<file path="src/rtl/inst_fetch_queue_if.sv">
//==============================================================================
// Module      : inst_fetch_queue_if
// Description : Fetch-side bundle between the fetch queue, the instruction
//               memory controller, the RoB redirect and the decoder.
// Revision    : 1.0 - initial release
//==============================================================================
`default_nettype none

interface inst_fetch_queue_if #(
  parameter int unsigned DEPTH_LOG2 = 4
);
  logic                  ic_req_valid;
  logic [31:0]           ic_req_addr;
  logic                  ic_resp_valid;
  logic [31:0]           ic_resp_inst;
  logic                  flush_in;
  logic [31:0]           flush_pc;
  logic                  dec_ready;
  logic                  dec_valid;
  logic [31:0]           dec_inst;
  logic [31:0]           dec_pc;
  logic [DEPTH_LOG2:0]   q_count;

  // Fetch queue side
  modport master (
    output ic_req_valid, ic_req_addr,
    input  ic_resp_valid, ic_resp_inst,
    input  flush_in, flush_pc,
    input  dec_ready,
    output dec_valid, dec_inst, dec_pc, q_count
  );

  // Environment side (memory controller, RoB, decoder)
  modport slave (
    input  ic_req_valid, ic_req_addr,
    output ic_resp_valid, ic_resp_inst,
    output flush_in, flush_pc,
    output dec_ready,
    input  dec_valid, dec_inst, dec_pc, q_count
  );
endinterface

`default_nettype wire

</file>
<file path="src/rtl/inst_fetch_queue.sv">
//==============================================================================
// Module      : inst_fetch_queue
// Description : Sequential-PC fetch stage. Issues one outstanding 32-bit fetch
//               at a time, buffers {pc, inst} in a circular FIFO and presents
//               the head to the decoder. A RoB flush redirects the PC and drops
//               queued and in-flight instructions.
// Revision    : 1.0 - initial release
//==============================================================================
`default_nettype none

module inst_fetch_queue #(
  parameter int unsigned DEPTH_LOG2 = 4,
  parameter logic [31:0] RESET_PC   = 32'h0
) (
  input  wire logic          clk_in,
  input  wire logic          rst_in,
  input  wire logic          rdy_in,
  inst_fetch_queue_if.master bus
);

  typedef enum logic [1:0] {
    IDLE    = 2'd0,
    REQ     = 2'd1,
    WAIT    = 2'd2,
    DISCARD = 2'd3
  } state_t;

  state_t                state;
  logic                  req_q;
  logic [31:0]           pc;
  logic [DEPTH_LOG2-1:0] head;
  logic [DEPTH_LOG2-1:0] tail;
  logic [DEPTH_LOG2:0]   count;

  logic [31:0]           inst_mem [1 << DEPTH_LOG2];
  logic [31:0]           pc_mem   [1 << DEPTH_LOG2];

  logic                  flush;
  logic                  push;
  logic                  pop;
  logic                  not_empty;
  logic [DEPTH_LOG2:0]   next_count;
  logic                  has_room;

  // Per-cycle queue bookkeeping: flush wins over push and pop
  always_comb begin
    not_empty  = (count != '0);
    flush      = rdy_in & bus.flush_in;
    pop        = rdy_in & ~bus.flush_in & not_empty & bus.dec_ready;
    push       = rdy_in & ~bus.flush_in & (state == WAIT) & bus.ic_resp_valid;
    next_count = count + {{DEPTH_LOG2{1'b0}}, push} - {{DEPTH_LOG2{1'b0}}, pop};
    // count never exceeds the depth, so the MSB alone marks "full"
    has_room   = ~next_count[DEPTH_LOG2];
  end

  assign bus.ic_req_valid = req_q & rdy_in;
  assign bus.ic_req_addr  = pc;
  assign bus.dec_valid    = not_empty;
  assign bus.dec_inst     = not_empty ? inst_mem[head] : 32'h0;
  assign bus.dec_pc       = not_empty ? pc_mem[head]   : 32'h0;
  assign bus.q_count      = count;

  // Fetch FSM, PC and FIFO pointers; everything holds while rdy_in is low
  always_ff @(posedge clk_in or negedge rst_in) begin
    if (!rst_in) begin
      state <= IDLE;
      req_q <= 1'b0;
      pc    <= RESET_PC;
      head  <= '0;
      tail  <= '0;
      count <= '0;
    end else if (rdy_in) begin
      if (flush) begin
        head  <= '0;
        tail  <= '0;
        count <= '0;
        pc    <= bus.flush_pc;
        req_q <= 1'b0;
        // An issued request whose response has not arrived must be swallowed
        case (state)
          IDLE:    state <= IDLE;
          REQ:     state <= DISCARD;
          WAIT:    state <= bus.ic_resp_valid ? IDLE : DISCARD;
          DISCARD: state <= bus.ic_resp_valid ? IDLE : DISCARD;
          default: state <= IDLE;
        endcase
      end else begin
        if (pop) begin
          head <= head + 1'b1;
        end
        if (push) begin
          tail <= tail + 1'b1;
          pc   <= pc + 32'd4;
        end
        count <= next_count;
        case (state)
          IDLE: begin
            if (has_room) begin
              state <= REQ;
              req_q <= 1'b1;
            end
          end
          REQ: begin
            state <= WAIT;
            req_q <= 1'b0;
          end
          WAIT: begin
            if (bus.ic_resp_valid) begin
              state <= has_room ? REQ : IDLE;
              req_q <= has_room;
            end
          end
          DISCARD: begin
            if (bus.ic_resp_valid) begin
              state <= IDLE;
            end
          end
          default: begin
            state <= IDLE;
            req_q <= 1'b0;
          end
        endcase
      end
    end
  end

  // FIFO storage; entries are only meaningful between head and tail
  always_ff @(posedge clk_in) begin
    if (push) begin
      inst_mem[tail] <= bus.ic_resp_inst;
      pc_mem[tail]   <= pc;
    end
  end

endmodule

`default_nettype wire
</file>
<file path="src/flat_wrapper.sv">
// flat-port wrapper written by rule: the top's interface ports become plain ports
module inst_fetch_queue_flat 
#(
  parameter int unsigned DEPTH_LOG2 = 4,
  parameter logic [31:0] RESET_PC   = 32'h0
)
  (clk_in, rst_in, rdy_in, bus_ic_req_valid, bus_ic_req_addr, bus_ic_resp_valid, bus_ic_resp_inst, bus_flush_in, bus_flush_pc, bus_dec_ready, bus_dec_valid, bus_dec_inst, bus_dec_pc, bus_q_count);
  inst_fetch_queue_if #(.DEPTH_LOG2(DEPTH_LOG2)) bus_i ();
  input  wire logic clk_in;
  input  wire logic rst_in;
  input  wire logic rdy_in;
  output wire logic [$bits(bus_i.ic_req_valid)-1:0] bus_ic_req_valid;
  output wire logic [$bits(bus_i.ic_req_addr)-1:0] bus_ic_req_addr;
  input wire logic [$bits(bus_i.ic_resp_valid)-1:0] bus_ic_resp_valid;
  input wire logic [$bits(bus_i.ic_resp_inst)-1:0] bus_ic_resp_inst;
  input wire logic [$bits(bus_i.flush_in)-1:0] bus_flush_in;
  input wire logic [$bits(bus_i.flush_pc)-1:0] bus_flush_pc;
  input wire logic [$bits(bus_i.dec_ready)-1:0] bus_dec_ready;
  output wire logic [$bits(bus_i.dec_valid)-1:0] bus_dec_valid;
  output wire logic [$bits(bus_i.dec_inst)-1:0] bus_dec_inst;
  output wire logic [$bits(bus_i.dec_pc)-1:0] bus_dec_pc;
  output wire logic [$bits(bus_i.q_count)-1:0] bus_q_count;
  assign bus_ic_req_valid = bus_i.ic_req_valid;
  assign bus_ic_req_addr = bus_i.ic_req_addr;
  assign bus_i.ic_resp_valid = bus_ic_resp_valid;
  assign bus_i.ic_resp_inst = bus_ic_resp_inst;
  assign bus_i.flush_in = bus_flush_in;
  assign bus_i.flush_pc = bus_flush_pc;
  assign bus_i.dec_ready = bus_dec_ready;
  assign bus_dec_valid = bus_i.dec_valid;
  assign bus_dec_inst = bus_i.dec_inst;
  assign bus_dec_pc = bus_i.dec_pc;
  assign bus_q_count = bus_i.q_count;
  inst_fetch_queue #(.DEPTH_LOG2(DEPTH_LOG2), .RESET_PC(RESET_PC)) u_core (.clk_in(clk_in), .rst_in(rst_in), .rdy_in(rdy_in), .bus(bus_i));
endmodule
</file>
<file path="config.mk">
export PLATFORM = sky130hd
export DESIGN_NAME = inst_fetch_queue_flat
export DESIGN_NICKNAME = d
export VERILOG_FILES = /design/src/rtl/inst_fetch_queue_if.sv /design/src/rtl/inst_fetch_queue.sv /design/src/flat_wrapper.sv
export SDC_FILE = /design/constraint.sdc
export NUM_CORES = 1
export LEC_CHECK = 0
export ABC_AREA = 0
export CORE_MARGIN = 3
export CORE_UTILIZATION = 35
export DETAILED_ROUTE_END_ITERATION = 8
export SKIP_CTS_REPAIR_TIMING = 1
export SYNTH_ARGS = -nofsm -noshare
export SYNTH_HDL_FRONTEND = slang
export SYNTH_SLANG_ARGS = --single-unit
</file>
<file path="constraint.sdc">
create_clock -name clk_in -period 3.9 [get_ports clk_in]
set_input_delay 0.78 -clock clk_in [delete_from_list [all_inputs] [get_ports clk_in]]
set_output_delay 0.78 -clock clk_in [all_outputs]
set_load 0.01 [all_outputs]
</file>
### Word-level counts from Yosys, hierarchy flattened

Memories as Yosys holds them, arrays and structs flattened.
Index checks and enable logic that the tools add are counted.

* reductions and logical operators: 10
* eq/ne operators: 6
* bitwise logic cells: 9
* multiplexer cells: 23
* $add $sub $neg: 5

Operator list (count)
* two-way mux 32 bit: 4
* adder 32 x 3 -> 32 bit, second input constant: 1
* two-way mux 4 bit: 4
* two-way mux 2 bit: 5
* inequality test 3 x 2 -> 1 bit, second input constant: 3
* adder 4 x 1 -> 4 bit, second input constant: 2
* one-hot mux 2 bit (4 select lines): 1
* AND reduction 4 bit: 2
* bitwise AND 1 bit: 7
* two-way mux 1 bit: 6
* one-hot mux 2 bit (3 select lines): 1
* adder 5 x 1 -> 5 bit: 1
* two-way mux 5 bit: 1
* nonzero test 5 bit: 1
* subtractor 5 x 1 -> 5 bit: 1
* equality test 2 bit, second input constant: 2
* AND reduction 2 bit: 2
* nonzero test 2 bit: 2
* nonzero test 4 bit: 1
* one-hot mux 1 bit (3 select lines): 1
* equality test 2 x 1 -> 1 bit, second input constant: 1
* logical NOT 2 bit: 1
* inverter 1 bit: 2
* OR reduction 2 bit: 1

* memories kept: 2
* input port bits: 70
* bits in registers: 48
* output and inout bits: 103
* memory bits (writable): 1024
* word-level logic and storage cells: 61

Memories
* u_core.inst_mem: words 16, bits a word 32, rd ports 1, clocked after Yosys merged registers in 0, wr ports 1, line inst_fetch_queue.sv:35 `logic [31:0] inst_mem [1 << DEPTH_LOG2];`
* u_core.pc_mem: words 16, bits a word 32, rd ports 1, clocked after Yosys merged registers in 0, wr ports 1, line inst_fetch_queue.sv:36 `logic [31:0] pc_mem [1 << DEPTH_LOG2];`

### Longest topological paths before layout

Gate-level depths: netlist of run 1.

* depth in word-level cells: 10
* gate-level depth with buffers: 14
* depth with buffers taken out: 14

### Least setup slack after synthesis of run 1

No wires, ideal clock.

* path type: input-to-reg
* start point: input port rdy_in
* end point: memory u_core.inst_mem[4][0], enable pin
* path slack: 0.279 ns
* path buffers: 1
* stages: 7
* arrival: 3.192 ns
* required time: 3.471 ns
* cell sequence: nor2b_1 -> clkbuf_1 -> nand2_1 -> clkinv_1 -> nand2_1 -> nor2_1 -> and2_1

* cells in the longest elaborated chain, start to end: 5

Ends and longest elaborated chain
* start: declaration: line flat_wrapper.sv:11 `input wire logic rdy_in;`
* bitwise AND 1 bit (3 in a row): line inst_fetch_queue.sv:50 `push = rdy_in & ~bus.flush_in & (state == WAIT) & bus.ic_resp_valid;`
* two-way mux 1 bit: line inst_fetch_queue.sv:129 `if (push) begin`
* two-way mux 1 bit (implied by the code): line inst_fetch_queue.sv:130 `inst_mem[tail] <= bus.ic_resp_inst;`
* end: declaration: line inst_fetch_queue.sv:35

No other way between the ends.

### Worst setup path after layout of run 1

* start point: register u_core.head[0]
* end point: output port bus_dec_inst[22]

* cells in the longest elaborated chain, start to end: 2

Ends and longest elaborated chain
* start: declaration: line inst_fetch_queue.sv:31 `logic [DEPTH_LOG2-1:0] head;`
* start signal: assignment: line inst_fetch_queue.sv:89 `head <= head + 1'b1;`
* memory read (16 x 32 bit)
* two-way mux 32 bit: line inst_fetch_queue.sv:59 `assign bus.dec_inst = not_empty ? inst_mem[head] : 32'h0;`
* end: declaration: line flat_wrapper.sv:20 `output wire logic [$bits(bus_i.dec_inst)-1:0] bus_dec_inst;`

No other way between the ends.

==> results of run 1 <==
-- layout make-up --
| cell class | count | area share (%) |
|---|---|---|
| clock inverters | 76 | 1.46 |
| multi-input cells | 804 | 18.8 |
| inverters | 16 | 0.151 |
| well taps | 1600 | 3.90 |
| flip-flops and latches | 1072 | 62.3 |
| diodes | 1 | 0.00487 |
| repair buffers | 331 | 7.84 |
| clock buffers | 125 | 5.55 |
-- registers in the layout (all words and copies together) (netlist names) --
name                    cells
u_core.bus.ic_req_addr     32
u_core.bus.q_count          5
u_core.head                 4
u_core.inst_mem           512
u_core.pc_mem             512
u_core.req_q                1
u_core.state                2
u_core.tail                 4
-- per-stage QoR --
| stage | cell area [um2] | cells | hold WS [ns] | power (mW) |
|---|---|---|---|---|
| floorplan | 41900 | 1996 | 0.466 | 17.5 |
| global placement | 46700 | 3777 | 0.553 | 20.8 |
| detailed placement | 46700 | 3777 | 0.550 | 20.8 |
| CTS | 50300 | 3978 | 0.0186 | 31.3 |
| global route | 51300 | 4024 | 0.0505 | 33.0 |
| finish | 51300 | 4025 | 0.0570 | 31.8 |
-- synthesized netlist by cell type (all sizes together), types with 2 or more instances --
master / count
a22oi: 24
or2: 2
edfxtp: 1024
buf: 65
clkinv: 2
clkbuf: 40
and2: 15
a31oi: 2
a32oi: 2
mux2i: 97
inv: 14
and4: 6
and3: 7
a21o: 2
a22o: 4
nand3: 22
nand4: 20
nor2: 42
o211ai: 6
nor2b: 7
a211o: 2
nor4b: 2
dfrtp: 48
a211oi: 7
o21ai: 46
nor4: 7
xor2: 9
o22ai: 72
nand2b: 2
mux2: 36
a21oi: 37
nor3: 9
a311oi: 2
nand2: 49
xnor2: 5
ha: 12
mux4: 235
-- power by group through the flow --
stage / clock network [mW] / logic (mW) / registers, mW
after floorplan: 0 / 3.99 / 13.5
after global placement: 0 / 7.03 / 13.7
after detailed placement: 0 / 7.07 / 13.7
after CTS: 10.7 / 7.10 / 13.5
after global routing: 11.1 / 8.42 / 13.5
final: 10.4 / 7.89 / 13.5
-- cell usage in the layout (no fill, tap or decap), types with 8 or more instances in the layout --
| cell type | instances |
|---|---|
| a21oi_1 | 37 |
| a22oi_1 | 24 |
| and2_4 | 12 |
| buf_12 | 53 |
| buf_4 | 85 |
| bufinv_16 | 11 |
| clkbuf_1 | 11 |
| clkbuf_16 | 118 |
| clkdlybuf4s50_1 | 114 |
| clkinv_1 | 17 |
| clkinv_2 | 29 |
| clkinvlp_4 | 8 |
| dfrtp_1 | 44 |
| dlymetal6s2s_1 | 57 |
| edfxtp_1 | 1024 |
| ha_1 | 12 |
| inv_1 | 13 |
| mux2_2 | 35 |
| mux2i_1 | 83 |
| mux2i_2 | 14 |
| mux4_2 | 235 |
| nand2_1 | 46 |
| nand3_1 | 21 |
| nand4_1 | 18 |
| nor2_1 | 32 |
| nor2_2 | 10 |
| o21ai_0 | 32 |
| o21ai_1 | 8 |
| o22ai_1 | 56 |
| o22ai_2 | 11 |
| xor2_1 | 9 |
-- cell families (layout without fill, tap and decap cells) --
family,after synthesis,after routing
buf+inv,121,548
mux,368,368
compound gates,214,214
other cells,0,1
xor+xnor,14,14
flops,1072,1072
simple gates,194,195
fa+ha+maj,13,13
-- worst max path at each step --
stage | startpoint | end
after floorplan | rdy_in | u_core.inst_mem[4][0]
after global placement | rdy_in | u_core.req_q
after detailed placement | u_core.head[1] | bus_dec_inst[19]
after CTS | u_core.head[1] | bus_dec_inst[19]
after global routing | u_core.bus.q_count[2] | bus_dec_pc[17]
final | u_core.head[0] | bus_dec_inst[22]
-- routing by layer --
metal | GRT usage, % | up-vias | routed length (um)
met5 | 0 | - | 0
met4 | 6.15 | 0 | 3550
met3 | 3.62 | 168 | 7530
met2 | 27.9 | 815 | 53200
met1 | 23.1 | 11500 | 45700
li1 | - | 9063 | -
==> metrics.txt, run 1 <==
# setup viols final 0; All-Layer GR Usage 17.2%; Critical Path Max Stage Delay 0.55 ns; XOR/XNOR Fraction of Synth Area 0.293%; Slew Limit Fails 0; Top delay family on crit path buffers and inverters; filler instances 10100; post-synthesis compound-gate area fraction 3.19%; CP bufs+invs 4; htree depth 3; vias in the first global route 22200; CP Cell Sequence buf_12 -> buf_4 -> buf_12 -> mux2_2 -> o22ai_1 -> nor2_2 -> a22oi_1 -> o21ai_0 -> clkdlybuf4s50_1; Reg-to-Reg Start u_core.bus.q_count[2]; Netlist cell types 64; Register-to-Register Path Depth 14; Synth async-reset ratio 4.48%; GPL Wtd Cong 0.805; worst-margin pin slew 0.956 ns; Power per Cell Area 619 nW/um2; DRT iter0 DRCs 2161; Synth top area share 73.5%; fmax 258 MHz; Root Buffer clkbuf_16; syn_nets 2079; largest net degree at the start of global routing 86; Leak 16.7 nW; VDD IR max 0.371 mV; CTS tree done; R2R setup slack 0.42 ns; Comb pwr share 24.8%; dpl hpwl 62.6 mm; # clock sinks 1072; Setup TNS 0 ns; post-synthesis mux area share 15.9%; Slowest-stage cell, CP dfrtp_4; Worst R2R End u_core.req_q; global route total overflow 0; RSZ-0062 raised after global routing true; later-pin clock latency in the skew report 0.69 ns; Die H 352 um; Main synth FF type edfxtp_1; Worst path depth 9; Reg power frac 42.4%; FP Rows 126; core area 118000 um2; Yosys reg bits 1072; Horiz. Die Dim 352 um; initial core utilization 35.4%; Yosys top cell by area edfxtp_1; share of the yosys chip area belonging to registers 76.3%; Register Area 32000 um2; Area contributors post-synth edfxtp_1 73%, mux4_2 13%, dfrtp_1 2.9%; WL/cell 27.3 um; Setup crit end kind output port; initial antenna violation count 6; largest family of logic cells by synthesized area multiplexers; syn avg cell area 21.0 um2; Post-Synth Adder-Cell Area 0.407%; Synth Instances 1996; Total Wirelength 110 mm; vias after detailed routing 21600; Post-synth EDFFs 1024; clock share of power 32.8%; Final Util 43.4%; number of CTS-inserted buffers 108; DR DRC count 0; count of final hold-check violations 0; Worst-path clk slew 0.06 ns; setup ws final 0.0233 ns; Internal Power 23.1 mW; Req. time, crit path 3.12 ns; nets 2416; Critical Path Fanout Max 14; Worst slew margin 36.3%; area of the multi-input gates 9670 um2; Arrival @ worst endpoint 3.10 ns; first-pass GRT wire length 154 mm; cell mode on critical path buf_12; Synth Cell Area 41900 um2; IO buf count 172; die area 124000 um2; crit start category flop; share of cells above drive strength 1 28.4%; Ys Warns 0; Post-Synth Simple-Gate Area 2.47%; CP Class flop to output port; Switch Pwr 8.68 mW; crit path time final 3.88 ns; Tightest Hold Check Type primary input to async pin; Layout area overhead 22.7%; maximum buffer depth of the clock tree 3; Tcrit/Tclk final 99.4%; Ports 173; Net Sw Frac 27.3%; drt first pass iters 5; max-cap violations 0; skew final 0.0559 ns; routed vias/inst 5.36; antenna-violating nets left 0; status finished, final reports clean; Setup WS pre-CTS 0.241 ns
Note: power is estimated with default switching activity, not from simulation.
==> run 2, diff against run 1 <==
--- a/config.mk
+++ b/config.mk
@@ -7,7 +7,8 @@
 export LEC_CHECK = 0
 export ABC_AREA = 0
 export CORE_MARGIN = 3
-export CORE_UTILIZATION = 35
+export CORE_UTILIZATION = 45
+export CTS_CLUSTER_SIZE = 30
 export DETAILED_ROUTE_END_ITERATION = 8
 export SKIP_CTS_REPAIR_TIMING = 1
 export SYNTH_ARGS = -nofsm -noshare
==> metrics.txt, run 2 (synthesis results as in run 1) <==
status finished, final reports clean; Arrival @ worst endpoint 3.11 ns (about the same); Internal Power 22.2 mW (-3.7%); Worst-path clk slew 0.06 ns (about the same); Critical Path Max Stage Delay 0.62 ns (+0.07 ns); later-pin clock latency in the skew report 0.67 ns (-0.02 ns); Slew Limit Fails 0 (unchanged); cell mode on critical path buf_12; Total Power 30.3 mW (-4.6%); crit path time final 3.89 ns (+0.0144 ns); Worst slew margin 37.0% (+0.77 points); Critical Path Fanout Max 37 (+23); fmax 257 MHz (-0.37%); DR DRC count 0 (unchanged); Tightest Hold Check Type primary input to async pin; # setup viols final 0 (unchanged); commonest non-fill, non-tap cell in the layout edfxtp_1; IO buf count 172 (unchanged); initial antenna violation count 0 (-6); Reg-to-Reg Start u_core.bus.q_count[2]; CTS tree done; DRT iter0 DRCs 1995 (-7.7%); nets 2372 (-1.8%); WL/cell 27.9 um (+1.9%); die area 96700 um2 (-22%); Net Sw Frac 26.7% (-0.66 points); core area 91900 um2 (-22%); Leak 15.4 nW (-7.7%); CP Class flop to output port; Layout area overhead 18.7%; RSZ-0062 raised after global routing true; hold_ws 0.128 ns (+0.0706 ns); dpl hpwl 57.1 mm (-8.8%); Setup crit end kind output port; worst-margin pin slew 0.944 ns (-0.0116 ns); Req. time, crit path 3.12 ns (about the same); global route total overflow 0 (unchanged); Power per Cell Area 610 nW/um2 (-1.4%); Switch Pwr 8.09 mW (-6.9%); CP Cell Sequence buf_12 -> buf_12 -> mux2_2 -> o22ai_1 -> nor2_1 -> a21oi_1 -> o21ai_0 -> clkdlybuf4s50_1; GPL Wtd Cong 0.803 (-0.27%); max-cap violations 0 (unchanged); htree depth 3 (unchanged); Ports 173 (unchanged); Tcrit/Tclk final 99.8% (+0.37 points); drt first pass iters 5 (unchanged); Top delay family on crit path buffers and inverters; Root Buffer clkbuf_16; filler instances 7114 (-29%); Design Area, Final 49700 um2 (-3.2%); clock share of power 32.2% (-0.6 points); Horiz. Die Dim 311 um (-12%); FP Rows 111 (-12%); maximum buffer depth of the clock tree 3 (unchanged); CP bufs+invs 3 (-1); All-Layer GR Usage 20.8% (+3.5 points); vias after detailed routing 20900 (-3.0%); Critical path origin u_core.head[0]; Die H 311 um (-12%); largest net degree at the start of global routing 80 (-7.0%); Total Wirelength 101 mm (-8.4%); initial core utilization 45.5% (+10 points); VDD IR max 0.423 mV (+14%); routed vias/inst 5.78 (+7.9%); Reg power frac 44.1% (+1.7 points); crit start category flop; share of cells above drive strength 1 24.4% (-3.9 points); Post-DP Area 46000 um2 (-1.4%); number of CTS-inserted buffers 104 (-3.7%); vias in the first global route 22000 (-0.93%); antenna-violating nets left 0 (unchanged); diode count 0 (-1); Comb pwr share 23.7% (-1.1 points); count of final hold-check violations 0 (unchanged); skew final 0.0255 ns (-0.0303 ns); # clock sinks 1072 (unchanged); most frequent cells in the layout 1024 x edfxtp_1, 235 x mux4_2, 168 x clkdlybuf4s50_1; first-pass GRT wire length 148 mm (-3.7%); Slowest-stage cell, CP clkdlybuf4s50_1
[run 2: changes by cell type in the layout (fill, tap and decap cells not counted), moves of 6 or more]
cell	previous run	this run
mux2i_1	83	95
o22ai_2	11	4
mux2i_2	14	2
clkbuf_16	118	108
clkbuf_1	11	25
clkinv_2	29	15
inv_6	7	1
buf_4	85	62
clkinv_1	17	28
o22ai_1	56	68
dlymetal6s2s_1	57	3
clkdlybuf4s50_1	114	168
[run 2: layout make-up]
cell class | count | area [um2] | area share, %
repair buffers | 292 | 3330 | 6.71
well taps | 1243 | 1560 | 3.13
inverters | 16 | 62.6 | 0.126
clock buffers | 132 | 2760 | 5.55
clock inverters | 58 | 543 | 1.09
flip-flops and latches | 1072 | 32000 | 64.3
multi-input cells | 803 | 9480 | 19.1
[run 2: path summary, 6_finish.rpt]
path	to	slack, ns	cells after the start
min in group clk_in	u_core.req_q	0.52	1
setup reg to reg	u_core.req_q	0.55	14
hold reg to reg	u_core.req_q	0.52	1
hold / removal	u_core.bus.q_count[4]	0.13	1
max in group asynchronous	u_core.head[3]	3.00	2
setup / recovery	bus_dec_pc[7]	0.009	8
[run 2: power by group through the flow]
stage	registers, mW	logic, mW	clock network [mW]
after global routing	13.4	7.66	10.4
after CTS	13.4	6.83	9.94
after global placement	13.6	6.77	0
final	13.4	7.18	9.76
after detailed placement	13.7	6.81	0
after floorplan	13.5	3.99	0
[run 2: layer usage]
metal	wire length [um]	vias to the layer above	part of all wire [%]	track usage, %
met1	42700	11100	42	29.2
li1	-	8955	-	-
met2	50300	706	50	34.5
met4	1640	0	1.6	4.75
met5	0	-	0	0
met3	6160	117	6.1	3.32
[run 2: stage by stage]
stage	util, %	instances	TNS, ns	setup slack (ns)
2_1_floorplan	-	1996	0	0.279
3_3_place_gp	50.1	3408	0	0.381
3_5_place_dp	50.1	3408	0	0.300
4_1_cts	53.7	3598	-11.98	-0.299
5_1_grt	54.0	3616	-1.30	-0.114
6_report	54.0	3616	0	0.00888
==> run 3, diff against run 2 <==
--- a/config.mk
+++ b/config.mk
@@ -11,6 +11,8 @@
 export CTS_CLUSTER_SIZE = 30
 export DETAILED_ROUTE_END_ITERATION = 8
 export SKIP_CTS_REPAIR_TIMING = 1
+export SKIP_LAST_GASP = 1
+export SLEW_MARGIN = 20
 export SYNTH_ARGS = -nofsm -noshare
 export SYNTH_HDL_FRONTEND = slang
 export SYNTH_SLANG_ARGS = --single-unit
==> metrics.txt, run 3 (synthesis results as in run 1) <==
drt first pass iters 5 (unchanged); Arrival @ worst endpoint 3.11 ns (about the same); CP Cell Sequence buf_12 -> buf_12 -> mux2_2 -> o22ai_1 -> nor2_1 -> a21oi_1 -> o21ai_0 -> clkdlybuf4s50_1; CP Class flop to output port; Leak 15.4 nW (about the same); commonest non-fill, non-tap cell in the layout edfxtp_1; vias in the first global route 22000 (unchanged); die area 96700 um2 (unchanged); crit start category flop; cell mode on critical path buf_12; WL/cell 27.9 um (about the same); count of final hold-check violations 0 (unchanged); fin cells 3616 (unchanged); IO buf count 172 (unchanged); VDD IR max 0.424 mV (+0.12%); Total Wirelength 101 mm (about the same); DR DRC count 0 (unchanged); R2R setup slack 0.55 ns (about the same); Worst slew margin 36.0% (-1.1 points); diode count 0 (unchanged); Final Util 54.0% (about the same); most frequent cells in the layout 1024 x edfxtp_1, 235 x mux4_2, 169 x clkdlybuf4s50_1; number of CTS-inserted buffers 104 (unchanged); Total Power 30.3 mW (about the same); CTS tree done; initial core utilization 45.5% (unchanged); max-cap violations 0 (unchanged); maximum buffer depth of the clock tree 3 (unchanged); htree depth 3 (unchanged); hold_ws 0.127 ns (-0.000569 ns); dpl hpwl 57.1 mm (unchanged); Req. time, crit path 3.12 ns (about the same); Worst R2R End u_core.req_q; Horiz. Die Dim 311 um (unchanged); Worst-path clk slew 0.07 ns (about the same); later-pin clock latency in the skew report 0.67 ns (about the same); GPL Wtd Cong 0.803 (unchanged); placed cells 3408 (unchanged); Post-DP Area 46000 um2 (unchanged); share of cells above drive strength 1 24.4% (unchanged); status finished, final reports clean; Power per Cell Area 610 nW/um2 (about the same); global route total overflow 0 (unchanged); FP Rows 111 (unchanged); Register-to-Register Path Depth 14 (unchanged); routed vias/inst 5.78 (about the same); core area 91900 um2 (unchanged); skew final 0.0257 ns (+0.000130 ns); Tightest Hold Check Type primary input to async pin; vias after detailed routing 20900 (-0.024%); first-pass GRT wire length 148 mm (unchanged); fmax 257 MHz (+0.13%); worst-margin pin slew 0.960 ns (+0.0158 ns); Setup crit end kind output port; Design Area, Final 49700 um2 (about the same); Tcrit/Tclk final 99.6% (-0.13 points); Layout area overhead 18.7% (about the same); Slowest-stage cell, CP clkdlybuf4s50_1; All-Layer GR Usage 20.8% (unchanged); largest net degree at the start of global routing 80 (unchanged); antenna-violating nets left 0 (unchanged); initial antenna violation count 0 (unchanged); RSZ-0062 raised after global routing true; Slew Limit Fails 0 (unchanged); Ports 173 (unchanged); # clock sinks 1072 (unchanged); Die H 311 um (unchanged); crit path time final 3.89 ns (-0.00515 ns); DRT iter0 DRCs 1995 (unchanged); Critical Path Fanout Max 37 (unchanged); Root Buffer clkbuf_16; Reg-to-Reg Start u_core.bus.q_count[2]; # setup viols final 0 (unchanged); Critical Path Max Stage Delay 0.61 ns (about the same); nets 2372 (unchanged)
## run 3: cell count changes in the layout (fill, tap and decap cells not counted), sizes merged
cell | previous run | this run
clkdlybuf4s50 | 168 | 169
dlymetal6s2s | 3 | 2
## run 3: area by class of cell
| cell class | instances | area (um2) |
|---|---|---|
| fillers | 7115 | 42300 |
| flip-flops and latches | 1072 | 32000 |
| repair buffers | 292 | 3330 |
| inverters | 16 | 62.6 |
| clock inverters | 58 | 543 |
| multi-input cells | 803 | 9480 |
| well taps | 1243 | 1560 |
| clock buffers | 132 | 2760 |
## run 3: per-layer routing
metal	up-vias	GRT usage [%]	share of wire (%)
li1	8956	-	-
met1	11100	29.2	42
met2	726	34.5	50
met3	118	3.32	6.4
met4	0	4.75	1.6
met5	-	0	0
## run 3: worst max-delay path: cells and delay by family, from the launching register on
kind                   cells  cell delay (ns)
buffers and inverters      3             0.97
flip-flops                 1             0.54
AO/OA/AOI/OAI              3             0.46
multiplexers               1             0.27
AND/OR/NAND/NOR            1             0.15
## run 3: worst max path at each step
stage | from | end
after floorplan | rdy_in | u_core.inst_mem[4][0]
after global placement | rdy_in | u_core.req_q
after detailed placement | bus_ic_resp_valid | u_core.req_q
after CTS | u_core.head[0] | bus_dec_pc[1]
after global routing | u_core.head[0] | bus_dec_pc[2]
final | u_core.head[0] | bus_dec_pc[7]
## run 3: where the power goes
part / switching (mW) / leakage, nW / internal, mW
Combinational: 3.54 / 3.99 / 3.64
Sequential: 0.388 / 9.83 / 13.0
Clock: 4.17 / 1.61 / 5.59
Total: 8.09 / 15.4 / 22.2
## run 3: metrics by stage
step | worst slack [ns] | TNS, ns
after floorplan | 0.279 | 0
after global placement | 0.381 | 0
after detailed placement | 0.300 | 0
after CTS | -0.299 | -11.98
after global routing | -0.114 | -1.34
final | 0.0140 | 0
